===== config.mk =====
export PLATFORM = sky130hd
export DESIGN_NAME = uart_tx
export DESIGN_NICKNAME = d
export VERILOG_FILES = /design/src/rtl/uart_pkg.sv /design/src/rtl/uart_tx_fifo.sv /design/src/rtl/uart_tx.sv
export SDC_FILE = /design/constraint.sdc
export NUM_CORES = 1
export LEC_CHECK = 0
export CAP_MARGIN = 30
export CORE_MARGIN = 1
export CORE_UTILIZATION = 64
export CTS_CLUSTER_DIAMETER = 50
export DETAILED_ROUTE_END_ITERATION = 12
export PLACE_DENSITY = 0.84
export SLEW_MARGIN = 20
export SYNTH_ARGS = -nofsm -noshare
export SYNTH_HDL_FRONTEND = slang
export SYNTH_SLANG_ARGS = --single-unit
export TNS_END_PERCENT = 100

===== constraint.sdc =====
create_clock -name clk -period 5 [get_ports clk]
set_input_delay 1.25 -clock clk [delete_from_list [all_inputs] [get_ports clk]]
set_output_delay 1.25 -clock clk [all_outputs]
set_load 0.05 [all_outputs]

===== src/rtl/uart_pkg.sv =====
// Shared types and defaults for the UART transmitter.
// Serializer state encoding plus the default bit period (100 MHz / 115200) and buffer depth.
package uart_pkg;

  localparam int CLKS_PER_BIT_DEF = 868;
  localparam int FIFO_DEPTH_DEF   = 4;

  typedef enum logic [1:0] {
    IDLE  = 2'd0,
    START = 2'd1,
    DATA  = 2'd2,
    STOP  = 2'd3
  } tx_state_t;

endpackage


===== src/rtl/uart_tx_fifo.sv =====
// Byte FIFO in front of the serializer: pushes are dropped when full, pops when empty.
// Zero-latency head read; full/empty/count come straight from registered occupancy.
module uart_tx_fifo #(
  parameter int FIFO_DEPTH = 4
) (
  input  logic                          clk,
  input  logic                          rst,
  input  logic                          i_push,
  input  logic [7:0]                    i_dat,
  input  logic                          i_pop,
  output logic [7:0]                    o_dat,
  output logic                          o_full,
  output logic                          o_empty,
  output logic [$clog2(FIFO_DEPTH):0]   o_count
);

  localparam int AW = $clog2(FIFO_DEPTH);
  localparam int CW = AW + 1;

  logic [7:0]    r_mem [FIFO_DEPTH];
  logic [AW-1:0] r_wr_ptr;
  logic [AW-1:0] r_rd_ptr;
  logic [CW-1:0] r_count;
  logic          w_push;
  logic          w_pop;

  assign o_full  = (r_count == CW'(FIFO_DEPTH));
  assign o_empty = (r_count == '0);
  assign o_count = r_count;
  assign o_dat   = r_mem[r_rd_ptr];

  assign w_push = i_push & ~o_full;
  assign w_pop  = i_pop & ~o_empty;

  // Pointers are exactly log2(depth) wide, so wrap is the natural overflow.
  always_ff @(posedge clk) begin
    if (rst) begin
      r_wr_ptr <= '0;
      r_rd_ptr <= '0;
      r_count  <= '0;
    end else begin
      if (w_push) r_wr_ptr <= r_wr_ptr + AW'(1);
      if (w_pop)  r_rd_ptr <= r_rd_ptr + AW'(1);
      case ({w_push, w_pop})
        2'b10:   r_count <= r_count + CW'(1);
        2'b01:   r_count <= r_count - CW'(1);
        default: r_count <= r_count;
      endcase
    end
  end

  always_ff @(posedge clk) begin
    if (!rst && w_push) r_mem[r_wr_ptr] <= i_dat;
  end

endmodule


===== src/rtl/uart_tx.sv =====
// 8N1 UART transmitter with a small byte FIFO; txd falls one edge after a byte lands in an idle, empty buffer.
// uart_tx_ready is low only while the FIFO is full; writes seen while it is low are ignored.
module uart_tx
  import uart_pkg::*;
#(
  parameter int CLKS_PER_BIT = CLKS_PER_BIT_DEF,
  parameter int FIFO_DEPTH   = FIFO_DEPTH_DEF
) (
  input  logic       clk,
  input  logic       rst,
  input  logic       uart_tx_en,
  input  logic [7:0] uart_tx_data,
  output logic       uart_tx_ready,
  output logic       uart_txd,
  output logic       tx_busy
);

  localparam int BAUD_W = $clog2(CLKS_PER_BIT);
  localparam int CW     = $clog2(FIFO_DEPTH) + 1;

  tx_state_t      r_state;
  tx_state_t      w_state_nxt;
  logic [BAUD_W-1:0] r_baud;
  logic [BAUD_W-1:0] w_baud_nxt;
  logic [2:0]     r_bit_idx;
  logic [2:0]     w_bit_nxt;
  logic [7:0]     r_shift;
  logic [7:0]     w_shift_nxt;
  logic           r_txd;
  logic           w_txd_nxt;
  logic           w_pop;
  logic           w_baud_last;

  logic [7:0]     w_fifo_dat;
  logic           w_fifo_full;
  logic           w_fifo_empty;
  logic [CW-1:0]  w_fifo_count;

  uart_tx_fifo #(
    .FIFO_DEPTH (FIFO_DEPTH)
  ) u_fifo (
    .clk     (clk),
    .rst     (rst),
    .i_push  (uart_tx_en),
    .i_dat   (uart_tx_data),
    .i_pop   (w_pop),
    .o_dat   (w_fifo_dat),
    .o_full  (w_fifo_full),
    .o_empty (w_fifo_empty),
    .o_count (w_fifo_count)
  );

  assign uart_tx_ready = ~w_fifo_full;
  assign uart_txd      = r_txd;
  assign tx_busy       = (r_state != IDLE) || (w_fifo_count != '0);
  assign w_baud_last   = (r_baud == BAUD_W'(CLKS_PER_BIT - 1));

  always_ff @(posedge clk) begin
    if (rst) begin
      r_state   <= IDLE;
      r_baud    <= '0;
      r_bit_idx <= '0;
      r_shift   <= '0;
      r_txd     <= 1'b1;
    end else begin
      r_state   <= w_state_nxt;
      r_baud    <= w_baud_nxt;
      r_bit_idx <= w_bit_nxt;
      r_shift   <= w_shift_nxt;
      r_txd     <= w_txd_nxt;
    end
  end

  // r_txd holds the level for the current bit; w_txd_nxt is computed one edge ahead of each boundary.
  always_comb begin
    w_state_nxt = r_state;
    w_baud_nxt  = r_baud;
    w_bit_nxt   = r_bit_idx;
    w_shift_nxt = r_shift;
    w_txd_nxt   = r_txd;
    w_pop       = 1'b0;

    case (r_state)
      IDLE: begin
        w_txd_nxt  = 1'b1;
        w_baud_nxt = '0;
        w_bit_nxt  = '0;
        if (!w_fifo_empty) begin
          w_pop       = 1'b1;
          w_shift_nxt = w_fifo_dat;
          w_txd_nxt   = 1'b0;
          w_state_nxt = START;
        end
      end

      START: begin
        if (w_baud_last) begin
          w_baud_nxt  = '0;
          w_bit_nxt   = '0;
          w_txd_nxt   = r_shift[0];
          w_state_nxt = DATA;
        end else begin
          w_baud_nxt = r_baud + BAUD_W'(1);
        end
      end

      DATA: begin
        if (w_baud_last) begin
          w_baud_nxt = '0;
          if (r_bit_idx == 3'd7) begin
            w_txd_nxt   = 1'b1;
            w_state_nxt = STOP;
          end else begin
            w_bit_nxt   = r_bit_idx + 3'd1;
            w_shift_nxt = {1'b0, r_shift[7:1]};
            w_txd_nxt   = r_shift[1];
          end
        end else begin
          w_baud_nxt = r_baud + BAUD_W'(1);
        end
      end

      STOP: begin
        if (w_baud_last) begin
          w_baud_nxt = '0;
          w_bit_nxt  = '0;
          // Chain straight into the next start bit so queued bytes go out with no idle gap.
          if (!w_fifo_empty) begin
            w_pop       = 1'b1;
            w_shift_nxt = w_fifo_dat;
            w_txd_nxt   = 1'b0;
            w_state_nxt = START;
          end else begin
            w_txd_nxt   = 1'b1;
            w_state_nxt = IDLE;
          end
        end else begin
          w_baud_nxt = r_baud + BAUD_W'(1);
        end
      end

      default: begin
        w_txd_nxt   = 1'b1;
        w_baud_nxt  = '0;
        w_bit_nxt   = '0;
        w_state_nxt = IDLE;
      end
    endcase
  end

endmodule


==> flow_metrics.env <==
export IMPL_setup_viol=0
export IMPL_dieArea_sq_um=4860
export IMPL_p_total_uw=1710
export IMPL_cellPowerDensity_nw_per_um2=527
export IMPL_yosys_area_top_type="edfxtp_1"
export IMPL_num_vias=1800
export IMPL_initial_utilization=0.670
export IMPL_syn_avg_cell_area_sq_um=12.5
export IMPL_crit_chain="inv_1 -> ha_1 -> nand2_1 -> clkdlybuf4s50_1"
export IMPL_path_clk_slew_ns=0.06
export IMPL_numCtsBuffers=9
export IMPL_detail_route_first_pass_iterations=4
export IMPL_wirelength_microns=4840
export IMPL_worst_skew_pair_late_latency_ns=0.33
export IMPL_final_antenna_net_count=0
export IMPL_grt_overflow=0
export IMPL_die_x_microns=69.7
export IMPL_io_pins=14
export IMPL_status="finished, final reports clean"
export IMPL_yosysSeqAreaShare=0.552
export IMPL_netlist_area_sq_um=2940
export IMPL_antenna_found_initial=0
export IMPL_holdBufCountCts=0
export IMPL_critPathCapture="tx_busy"
export IMPL_p_int_uw=1080
export IMPL_grt_start_max_net_pins=32
export IMPL_first_global_vias=1722
export IMPL_r2r_cells=9
export IMPL_diodes=0
export IMPL_cpPeakStageDelay_ns=0.79
export IMPL_p_sw_frac=0.368
export IMPL_syn_nets=261
export IMPL_period_needed_ns=3.23
export IMPL_cts_htree_levels=3
export IMPL_synth_top_cell_area_share=0.327
export IMPL_syn_inst=235
export IMPL_yosys_warnings=0
export IMPL_cp_end_kind="output pin"
export IMPL_place_hpwl_microns=3300
export IMPL_p_sw_uw=631
export IMPL_cts_tree="built"
export IMPL_worstHoldPathType="flip-flop to flip-flop"
export IMPL_final_area_sq_um=3250
export IMPL_grt_setup_unrepaired="false"
export IMPL_combPwrFrac=0.369
export IMPL_cpMaxStageDelayCell="clkdlybuf4s50_1"
export IMPL_setup_tns_final_ns=0
export IMPL_reg2reg_to="u_fifo.o_count[2]"
export IMPL_layout_drive_gt1_share=0.133
export IMPL_drc=0
export IMPL_post_route_period_util=0.647
export IMPL_core_sq_um=4380
export IMPL_worst_pin_slew_ns=0.749
export IMPL_synth_ff_type="dfxtp_1"
export IMPL_crit_start="r_state[0]"
export IMPL_wl_per_cell_microns=15.7
export IMPL_drtIter0Drc=81
export IMPL_maxSlewViolCount=0
export IMPL_p_leak_uw=0.00113
export IMPL_fmax_mhz=309
export IMPL_hold_viol=0
export IMPL_yosys_cell_count_top_type="dfxtp_1"
export IMPL_fin_cells=307
export IMPL_setup_ws_ns=1.77
export IMPL_synth_edf_count=32
export IMPL_ys_ff_latch=65
export IMPL_crit_required_ns=3.75
export IMPL_p_clk_frac=0.216
export IMPL_async_flop_share=0
export IMPL_cts_resized=0
export IMPL_gp_congestion=0.842
export IMPL_post_cts_repair_setup_buffers=0
export IMPL_hold_start="uart_txd"
export IMPL_dp_cells=291
export IMPL_crit_type="flip-flop to output pin"
export IMPL_cts_buffer_depth=2
export IMPL_maxSlewHeadroom=0.499
export IMPL_clkSinkCount=65
export IMPL_dpl_worst_slack_ns=1.84
export IMPL_ys_top_cells_by_area="edfxtp_1 (33%), dfxtp_1 (22%), mux4_2 (6.1%)"
export IMPL_finClkSkew_ns=0.00987
export IMPL_crit_arrival_ns=1.98
export IMPL_root_buffer="clkbuf_8"
export IMPL_path_max_fanout=5
export IMPL_rows=24
export IMPL_yosysUniqueCellTypes=46
export IMPL_dpl_instance_area_sq_um=3090
export IMPL_gr_usage_all_layers=0.220
export IMPL_cap_violations=0
export IMPL_start_kind="flip-flop"
export IMPL_rr_startpoint="r_baud[0]"
export IMPL_synth_common_cells="dfxtp_1 (33), edfxtp_1 (32), nor2_1 (21), ha_1 (14), a21oi_1 (10)"
export IMPL_reg2reg_slack_ns=2.47
export IMPL_vias_per_cell=5.86
export IMPL_syn_to_final_growth_pct=10.8
export IMPL_portBuffers=13
export IMPL_final_nets=276
export IMPL_peakVddDrop_mv=0.402
export IMPL_grt_pass1_wl_microns=8030
export IMPL_die_y_microns=69.7
export IMPL_seqPwrFrac=0.416
[state kept, by name (all words and copies together) (netlist names), named ones only]
name	count
u_fifo.o_count	3
u_fifo.r_rd_ptr	2
r_state	2
uart_txd	1
r_bit_idx	3
r_baud	10
u_fifo.r_mem	32
u_fifo.r_wr_ptr	2
r_shift	8
[how the worst min path moves through the flow]
| stage | cells past startpoint | to | slack (ns) |
|---|---|---|---|
| floorplan | 1 | r_baud[0] | 0.44 |
| finish | 1 | uart_txd | 0.48 |
| CTS | 2 | r_bit_idx[1] | 0.48 |
| global placement | 1 | uart_txd | 0.44 |
| global route | 1 | uart_txd | 0.50 |
| detailed placement | 1 | uart_txd | 0.47 |
[worst max-delay path: cells and delay by family, from the launching register on]
| kind | cells | cell delay, ns |
|---|---|---|
| buffers and inverters | 2 | 0.92 |
| and+or+nand+nor | 1 | 0.08 |
| adders and majority gates | 1 | 0.27 |
| DFF | 1 | 0.38 |
[routing by layer]
metal / wire [microns] / global-route usage
met5: 0 / 0
met4: 90 / 0.0956
met3: 164 / 0.0654
met2: 2170 / 0.320
met1: 2410 / 0.308
[power groups by stage]
stage	combinational, uW	clock, uW	sequential [uW]
finish	632	370	713
floorplan	518	0	706
CTS	632	378	713
detailed placement	628	0	724
global placement	607	0	718
global route	697	400	725
[final cells by class]
class / instances / area (sq um)
Clock buffer: 10 / 128
Clock inverter: 6 / 36.3
Fill cell: 287 / 1130
Inverter: 6 / 22.5
Multi-Input combinational cell: 154 / 1240
Sequential cell: 65 / 1620
Tap cell: 52 / 65.1
Timing Repair Buffer: 14 / 138
[cells in the final DEF (no fill, tap or decap), drive strengths merged, types with 6 or more instances in the layout]
master | netlist | routed
clkdlybuf4s50 | 0 | 13
clkbuf | 3 | 10
mux2i | 8 | 8
xor2 | 6 | 6
a21oi | 10 | 10
ha | 14 | 14
and2 | 6 | 6
mux4 | 8 | 8
nor2b | 9 | 9
inv | 6 | 6
edfxtp | 32 | 32
nand3 | 6 | 6
o21ai | 16 | 16
nand2 | 7 | 7
nor2 | 21 | 21
o41ai | 7 | 7
dfxtp | 33 | 33
[stage by stage]
stage          hold WS [ns]  utilization
3_3_place_gp          0.443        0.705
2_1_floorplan         0.441            -
5_1_grt               0.497        0.742
3_5_place_dp          0.469        0.705
6_report              0.476        0.742
4_1_cts               0.479        0.742
[logic make-up (layout without fill, tap and decap cells)]
| group | after synthesis | in the layout | synth area share |
|---|---|---|---|
| fa+ha+maj | 15 | 15 | 0.0665 |
| mux | 16 | 16 | 0.0886 |
| flops | 65 | 65 | 0.552 |
| compound gates | 44 | 44 | 0.108 |
| xor+xnor | 11 | 11 | 0.0328 |
| simple gates | 68 | 68 | 0.127 |
| buf+inv | 16 | 36 | 0.0247 |
No activity file was read; power rests on OpenSTA's default activity.
